===== config.mk =====
export PLATFORM = sky130hd
export DESIGN_NAME = spi_xfer_arbiter
export DESIGN_NICKNAME = d
export VERILOG_FILES = /design/src/rtl/spi_xfer_arbiter.sv
export SDC_FILE = /design/constraint.sdc
export NUM_CORES = 1
export LEC_CHECK = 0
export ABC_AREA = 1
export CORE_MARGIN = 1
export CORE_UTILIZATION = 25
export DETAILED_ROUTE_END_ITERATION = 6
export PLACE_DENSITY_LB_ADDON = 0.15
export SETUP_SLACK_MARGIN = 0.05
export SYNTH_ARGS = -nofsm -noshare
export SYNTH_HDL_FRONTEND = slang
export SYNTH_SLANG_ARGS = --single-unit

===== constraint.sdc =====
create_clock -name ACLK -period 2.1 [get_ports ACLK]
set_input_delay 0.315 -clock ACLK [delete_from_list [all_inputs] [get_ports ACLK]]
set_output_delay 0.315 -clock ACLK [all_outputs]
set_load 0.005 [all_outputs]

===== src/rtl/spi_xfer_arbiter.sv =====
// spi_xfer_arbiter
// Round-robin scheduler that shares one SPI master transfer port between
// NREQ requesters. One request is accepted at a time. Its TX word and
// slave-select are latched and offered to the SPI path. The grant is then
// held until the SPI path reports completion or the WAIT watchdog expires.
// Finally a one-cycle response is returned to the granted requester.
// All outputs are registered except req_ready, which is a combinational
// accept strobe valid only in IDLE.

module spi_xfer_arbiter #(
    parameter int NREQ    = 4,
    parameter int DW      = 32,
    parameter int SSW     = 2,
    parameter int TIMEOUT = 1024
) (
    input  logic                      ACLK,
    input  logic                      ARESETN,
    input  logic [NREQ-1:0]           req_valid,
    output logic [NREQ-1:0]           req_ready,
    input  logic [NREQ*DW-1:0]        req_data,
    input  logic [NREQ*SSW-1:0]       req_ss,
    output logic [NREQ-1:0]           rsp_valid,
    output logic                      rsp_err,
    output logic                      m_valid,
    input  logic                      m_ready,
    output logic [DW-1:0]             m_data,
    output logic [SSW-1:0]            m_ss,
    input  logic                      m_done,
    output logic                      m_abort,
    output logic                      busy,
    output logic [$clog2(NREQ)-1:0]   grant_id
);

    // Index width, one extra bit for the modulo-NREQ wrap, and the watchdog width.
    localparam int IW  = $clog2(NREQ);
    localparam int IW1 = IW + 1;
    localparam int CW  = $clog2(TIMEOUT);

    localparam logic [IW1-1:0] NREQ_W   = IW1'(NREQ);
    localparam logic [IW-1:0]  LAST_ID  = IW'(NREQ - 1);
    localparam logic [CW-1:0]  CNT_LAST = CW'(TIMEOUT - 1);

    typedef enum logic [1:0] {
        S_IDLE  = 2'd0,
        S_ISSUE = 2'd1,
        S_WAIT  = 2'd2,
        S_RESP  = 2'd3
    } state_t;

    state_t state;
    state_t state_next;

    // Round-robin starting point for the next search.
    logic [IW-1:0]  rr_ptr;

    // WAIT-phase watchdog counter.
    logic [CW-1:0]  cnt;

    // Result of the round-robin search.
    logic [IW1-1:0] cand;
    logic [IW-1:0]  pick;
    logic           pick_vld;
    logic [DW-1:0]  pick_data;
    logic [SSW-1:0] pick_ss;

    // Per-cycle events.
    logic           accept;
    logic           done_hit;
    logic           expire;
    logic           rsp_fire;
    logic [NREQ-1:0] rsp_hot;
    logic [IW-1:0]  rr_next;

    // Search req_valid from rr_ptr upward, wrapping modulo NREQ; first hit wins.
    always_comb begin
        pick     = '0;
        pick_vld = 1'b0;
        cand     = '0;
        for (int i = 0; i < NREQ; i++) begin
            cand = {1'b0, rr_ptr} + IW1'(i);
            if (cand >= NREQ_W) begin
                cand = cand - NREQ_W;
            end
            if (!pick_vld && req_valid[cand[IW-1:0]]) begin
                pick     = cand[IW-1:0];
                pick_vld = 1'b1;
            end
        end
    end

    // Select the winning requester's TX word and slave-select from the packed buses.
    always_comb begin
        pick_data = '0;
        pick_ss   = '0;
        for (int i = 0; i < NREQ; i++) begin
            if (pick == IW'(i)) begin
                pick_data = req_data[i*DW +: DW];
                pick_ss   = req_ss[i*SSW +: SSW];
            end
        end
    end

    // Qualify the search with the FSM state to form the cycle's events.
    always_comb begin
        accept   = (state == S_IDLE) && pick_vld;
        done_hit = (state == S_WAIT) && m_done;
        // A completion in the expiry cycle takes precedence over the watchdog.
        expire   = (state == S_WAIT) && !m_done && (cnt == CNT_LAST);
        rsp_fire = done_hit || expire;
        rr_next  = (grant_id == LAST_ID) ? '0 : grant_id + IW'(1);
    end

    // One-hot accept strobe; suppressed while reset is held so nothing is taken.
    always_comb begin
        req_ready = '0;
        if (ARESETN && accept) begin
            req_ready[pick] = 1'b1;
        end
    end

    // One-hot decode of the granted requester for the response pulse.
    always_comb begin
        rsp_hot           = '0;
        rsp_hot[grant_id] = 1'b1;
    end

    // FSM state register.
    always_ff @(posedge ACLK or negedge ARESETN) begin
        if (!ARESETN) begin
            state <= S_IDLE;
        end else begin
            state <= state_next;
        end
    end

    // FSM next-state logic: IDLE -> ISSUE -> WAIT -> RESP -> IDLE.
    always_comb begin
        state_next = state;
        case (state)
            S_IDLE: begin
                if (pick_vld) begin
                    state_next = S_ISSUE;
                end
            end
            S_ISSUE: begin
                // No watchdog here: SPI-path backpressure may last indefinitely.
                if (m_ready) begin
                    state_next = S_WAIT;
                end
            end
            S_WAIT: begin
                if (rsp_fire) begin
                    state_next = S_RESP;
                end
            end
            S_RESP: begin
                state_next = S_IDLE;
            end
            default: begin
                state_next = S_IDLE;
            end
        endcase
    end

    // Latch the accepted transfer; it stays stable until the next acceptance.
    always_ff @(posedge ACLK or negedge ARESETN) begin
        if (!ARESETN) begin
            m_data   <= '0;
            m_ss     <= '0;
            grant_id <= '0;
        end else if (accept) begin
            m_data   <= pick_data;
            m_ss     <= pick_ss;
            grant_id <= pick;
        end
    end

    // Watchdog: cleared while issuing, counts in WAIT and saturates at its last value.
    always_ff @(posedge ACLK or negedge ARESETN) begin
        if (!ARESETN) begin
            cnt <= '0;
        end else if (state == S_ISSUE) begin
            cnt <= '0;
        end else if ((state == S_WAIT) && (cnt != CNT_LAST)) begin
            cnt <= cnt + CW'(1);
        end
    end

    // Advance the round-robin pointer past the requester just served.
    always_ff @(posedge ACLK or negedge ARESETN) begin
        if (!ARESETN) begin
            rr_ptr <= '0;
        end else if (state == S_RESP) begin
            rr_ptr <= rr_next;
        end
    end

    // Registered handshake and status outputs, derived from the upcoming state.
    always_ff @(posedge ACLK or negedge ARESETN) begin
        if (!ARESETN) begin
            m_valid <= 1'b0;
            busy    <= 1'b0;
        end else begin
            m_valid <= (state_next == S_ISSUE);
            busy    <= (state_next != S_IDLE);
        end
    end

    // One-cycle response and abort pulses, raised as WAIT hands over to RESP.
    always_ff @(posedge ACLK or negedge ARESETN) begin
        if (!ARESETN) begin
            rsp_valid <= '0;
            rsp_err   <= 1'b0;
            m_abort   <= 1'b0;
        end else begin
            m_abort <= expire;
            if (rsp_fire) begin
                rsp_valid <= rsp_hot;
                rsp_err   <= expire;
            end else begin
                rsp_valid <= '0;
                rsp_err   <= 1'b0;
            end
        end
    end

endmodule


# Word-level counts from Yosys, hierarchy flattened
# Cells that the tools add are included.
# word_totals
register_bits,58
latch_bits,0
ramBits,0
mem_bits_ro,0
in_bits,144
out_inout_bits,48
wordCells,104
memories,0
# op_classes
addsub,9
mul,0
div_mod_pow,0
magnitude_cmp,12
eq_ne,10
n_shift,0
n_mux,42
bitwise,0
reduce_logical,20
# ops
operator,count
$mux 32,4
$mux 2,16
$mux 10,2
$lt 2x3->1 const B,6
$logic_and 1x1->1,11
$mux 1,11
$add 10x1->10 const B,1
$eq 10x10->1 const B,1
$eq 2x2->1 const B,5
$ne 10x10->1 const B,1
$ge 3x3->1 const B,3
$bmux 1 s2,4
$mux 4,2
$pmux 2 s4,1
$sub 2x1->2 const B,4
$add 2x2->3 const B,2
$eq 2x1->1 const B,3
$demux 1 s2,2
$ge 2x1->1 const B,2
$logic_not 1->1,4
$logic_not 2->1,2
$reduce_bool 2->1,2
$add 2x1->3 const B,1
$ge 2x3->1 const B,1
2 further kinds,2

# Longest topological paths before layout
# logic_depth
word_depth,19
ltp_mapped,16
depth_no_buf,15

# Worst setup path before layout
# No wires, ideal clock.
# synth_timing
path_kind,flip-flop to output port
from,register rr_ptr[0]
to,output port req_ready[1]
t_arrival_ns,1.634
t_required_ns,1.785
path_slack_ns,0.151
path_stages_with_launch,13
path_buffers,2
path_cell_list,dfrtp_1 > buf_6 > nand2_1 > nand3_2 > nand2_2 > inv_1 > nand3_1 > or2_1 > nand2_1 > inv_2 > buf_2 > nand2_1 > nor3_1
# synth_via
elab_chain_len,19
elab_cells_between_ends,45
classes_between,add/sub: 7; order compare: 6; mux: 23; reduce/logical: 9
# synth_rtl
element,line,rtl
"start, declared",54,logic [IW-1:0] rr_ptr;
"start signal, assigned",194,rr_ptr <= rr_next;
branches (longest 18 deep; another with $add 2x1->3),--,
$mux 4 (*),116,if (ARESETN && accept) begin
"end, declared",19,"output logic [NREQ-1:0] req_ready,"
# Every way passes the cells marked *. The select of a mux whose other input is x is not followed.

# Worst setup path in the final report
# layout_timing
from,register rr_ptr[0]
to,output port req_ready[2]
# The elaborated chain is that of the path after synthesis.

==> out/qor.txt <==
area share of the leading cell type in the synthesized netlist: 37.3%
Die ar.: 16100 um2
area added between synthesis and finish: 95.2%
core area: 15200 um2
number of global-route vias before repair: 4464
static leakage: 0.00347 uW
number of routed nets with antenna violations: 0
number of buffers inserted by port buffering: 191
Sinks on Clock Net: 58
Slew Limit Fails: 0
kind of cell adding the most delay to the critical path: buffers and inverters
ANT cells: 0
Worst-path clk slew: 50 ps
class of the tightest hold or removal check: input port to asynchronous set/reset pin
DP Wirelength: 9.93 mm
number of DRC violations after detailed-routing iteration 0: 198
fill cell count: 1435
VDD IR max: 1.10 mV
row count: 45
critical path cell sequence: buf_12 -> buf_12 -> nand2_4 -> nand2_4 -> buf_6 -> o21ai_4 -> or2_4 -> nand2_4 -> inv_4 -> nand2_4 -> nor3_4 -> buf_2
effective utilization at floorplan: 25.6%
width of the die: 127 um
share of cells above drive strength 1: 25.8%
actual slew at the worst max-slew pin: 753 ps
sort of element at the end of the critical path: primary output
final worst setup slack: -317 ps
Synth Net Count: 725
worst slack at placement: -648 ps
remaining global-route overflow: 0
syn avg cell area: 6.75 um2
Critical path buffers and inverters: 5
post-DR wirelength/cell: 16.1 um
number of instances in the synthesized netlist: 576
Achievable Freq: 414 MHz
first-pass GRT wire length: 22.3 mm
status: finished, violations left
crit-path max FO: 4
sequential share of the synthesized area: 37.3%
maximum level of the CTS H-tree: 3
violated checks: negative setup slack
NumNets Final: 970
WS Path Type: register to primary output
DR vias: 4722
worst-path cell with the longest stage delay: sky130_fd_sc_hd__dfrtp_2
area occupied by multi-input gates: 2630 um2
area of all sequential standard cells: 1450 um2
Boundary Pins: 192
floorplan die height: 127 um
detailed-routing iteration count for the pre-antenna-repair pass: 4
post-cts hold buffer count: 0
post-layout min period: 2420 ps
maximum number of pins on one net before global-route repair: 59
Max Clock Skew: 8.32 ps
max-capacitance violation count: 0
cell area after synthesis: 3890 um2
final-report hold violation count: 0
overall power consumption: 14500 uW
detailed-route DRC error count: 0
Worst-Skew Late Latency: 330 ps
startpoint of the most critical setup path: rr_ptr[0]
worst setup path end: req_ready[2]
final setup violating endpoints: 36
CTS Buf Count: 9
Critical R2R Launch: rr_ptr[0]
number of distinct library cells after synthesis: 32
worst slew margin relative to its limit: 49.8%
global router's overall resource usage: 18.2%
final hold slack: 216 ps
period utilisation layout: 115%
total power density per cell area: 1910 nW/um2
cell repeated most along the worst path: sky130_fd_sc_hd__nand2_4
most area-consuming cells after synthesis: sky130_fd_sc_hd__dfrtp_1, sky130_fd_sc_hd__nand2_1, sky130_fd_sc_hd__nand3_1, sky130_fd_sc_hd__nor2_1, sky130_fd_sc_hd__inv_1
top cell type by total area after synthesis: sky130_fd_sc_hd__dfrtp_1
arrival time of the worst setup path: 2100 ps
R2R depth: 17
flop-to-flop setup slack: -260 ps
initial antenna violation count: 0
reg-to-reg endpoint: m_ss[1]
clock tree from TritonCTS: built
maximum buffer depth of the clock tree: 2
via density per instance: 4.66
kind of start point of the critical path: register
WP data required: 1780 ps
routability congestion estimate from global placement: 0.881
DRT Wirelength: 16.3 mm
depth of the critical timing path with buffers and inverters included: 12
cell at the root of the clock tree: sky130_fd_sc_hd__clkbuf_16
Ys Warns: 0
flop and latch count out of synthesis: 58
Largest stage delay, worst path: 440 ps
setup repair after global routing missed its margin: true
==> metrics by stage <==
| stage | TNS [ps] | cells | area [um2] | utilization, % |
|---|---|---|---|---|
| 2_1_floorplan | 0 | 576 | 3890 | - |
| 3_3_place_gp | -17880 | 954 | 6040 | 39.7 |
| 3_5_place_dp | -20070 | 954 | 6040 | 39.7 |
| 4_1_cts | -9430 | 981 | 6570 | 43.2 |
| 5_1_grt | -11340 | 1014 | 7590 | 49.9 |
| 6_report | -7210 | 1014 | 7590 | 49.9 |
==> cell families (layout without fill, tap and decap cells) <==
family                   count (synthesis)  count (layout)  synth area share, %
AND/OR/NAND/NOR                        386             388                 43.9
AO/OA/AOI/OAI                           45              45                 6.31
buffers and inverters                   81             329                 10.7
flip-flops                              58              58                 37.3
XOR/XNOR                                 1               1                0.225
adder cells (fa/ha/maj)                  5               5                 1.61
==> per-layer routing <==
layer / share of wire (%) / vias up / track usage, %
li1: - / 2342 / -
met1: 42 / 2163 / 21.3
met2: 48 / 176 / 31.1
met3: 6.3 / 41 / 4.81
met4: 3.3 / 0 / 8.12
met5: 0 / - / 0
==> cell type report <==
class,instances,area share (%)
clock buffer,10,3.02
clock inverter,6,0.758
inverter,53,2.72
multi-input combinational,439,34.6
sequential,58,19.1
tap,188,3.10
timing repair buffer,260,36.7
==> flip-flops by register name, indices dropped and copies added (netlist names) <==
signal and flops:
busy 1, cnt 10, grant_id 2, m_abort 1, m_data 32, m_ss 2
m_valid 1, rr_ptr 2, rsp_err 1, rsp_valid 4, state 2
==> Yosys cell counts <==
| cell type | number |
|---|---|
| sky130_fd_sc_hd__nor3_1 | 9 |
| sky130_fd_sc_hd__inv_1 | 49 |
| sky130_fd_sc_hd__buf_8 | 1 |
| sky130_fd_sc_hd__o21a_1 | 1 |
| sky130_fd_sc_hd__a21oi_1 | 7 |
| sky130_fd_sc_hd__dfrtp_1 | 58 |
| sky130_fd_sc_hd__nand2_2 | 10 |
| sky130_fd_sc_hd__nor2_2 | 3 |
| sky130_fd_sc_hd__or2_2 | 1 |
| sky130_fd_sc_hd__buf_2 | 10 |
| sky130_fd_sc_hd__o21ai_1 | 8 |
| sky130_fd_sc_hd__nand4_1 | 9 |
| sky130_fd_sc_hd__ha_1 | 5 |
| sky130_fd_sc_hd__o32ai_1 | 1 |
| sky130_fd_sc_hd__a31oi_2 | 1 |
| sky130_fd_sc_hd__xnor2_1 | 1 |
| sky130_fd_sc_hd__o22ai_1 | 4 |
| sky130_fd_sc_hd__nand3_1 | 89 |
| sky130_fd_sc_hd__buf_4 | 5 |
| sky130_fd_sc_hd__a31oi_1 | 1 |
| sky130_fd_sc_hd__nor3b_1 | 1 |
| sky130_fd_sc_hd__nor2_8 | 2 |
| sky130_fd_sc_hd__o21ai_0 | 22 |
| sky130_fd_sc_hd__nand3b_1 | 3 |
| sky130_fd_sc_hd__or2_1 | 1 |
| sky130_fd_sc_hd__nand2_1 | 177 |
| sky130_fd_sc_hd__nand3_2 | 2 |
| sky130_fd_sc_hd__clkbuf_1 | 3 |
| sky130_fd_sc_hd__buf_6 | 9 |
| sky130_fd_sc_hd__nor2_1 | 78 |
| sky130_fd_sc_hd__inv_2 | 4 |
| sky130_fd_sc_hd__nand3_4 | 1 |
==> report_power, final <==
group / internal, uW / total (uW) / switching (uW)
logic: 5360 / 11200 / 5840
clock network: 908 / 1430 / 522
registers: 1590 / 1860 / 274
==> layout by cell type (no fill, tap or decap), types with 6 or more instances in the layout <==
cell / synthesis / layout
sky130_fd_sc_hd__nand3_2: 2 / 40
sky130_fd_sc_hd__nor2_1: 78 / 67
sky130_fd_sc_hd__buf_12: 0 / 15
sky130_fd_sc_hd__nand2_1: 177 / 144
sky130_fd_sc_hd__buf_6: 9 / 9
sky130_fd_sc_hd__clkbuf_16: 0 / 16
sky130_fd_sc_hd__nand4_1: 9 / 9
sky130_fd_sc_hd__nand2_2: 10 / 22
sky130_fd_sc_hd__nand2_4: 0 / 19
sky130_fd_sc_hd__dfrtp_1: 58 / 57
sky130_fd_sc_hd__a21oi_1: 7 / 6
sky130_fd_sc_hd__inv_1: 49 / 47
sky130_fd_sc_hd__o21ai_0: 22 / 15
sky130_fd_sc_hd__buf_4: 5 / 35
sky130_fd_sc_hd__clkdlybuf4s50_1: 0 / 186
sky130_fd_sc_hd__nor3_1: 9 / 7
sky130_fd_sc_hd__nor2_2: 3 / 11
sky130_fd_sc_hd__nand3_1: 89 / 43
sky130_fd_sc_hd__o21ai_1: 8 / 14
sky130_fd_sc_hd__nand3_4: 1 / 9
==> how the worst min path moves through the flow <==
| stage | end | startpoint | depth (start not counted) | slack (ps) |
|---|---|---|---|---|
| after floorplan | busy | ARESETN | 0 | 20 |
| after global placement | m_data[27] | m_data[27] | 2 | 460 |
| after detailed placement | m_data[17] | m_data[17] | 2 | 460 |
| after CTS | rsp_valid[1] | ARESETN | 2 | 270 |
| after global routing | rsp_valid[2] | ARESETN | 2 | 320 |
| final | rsp_valid[1] | ARESETN | 2 | 220 |
==> timing repair <==
item,4_1_cts,5_1_grt
pin swaps,25,77
cloned,2,10
setup endpoints to repair,39,44
resized for setup,54,156
buffers inserted,9,24
(Power assumes the default switching activity.)
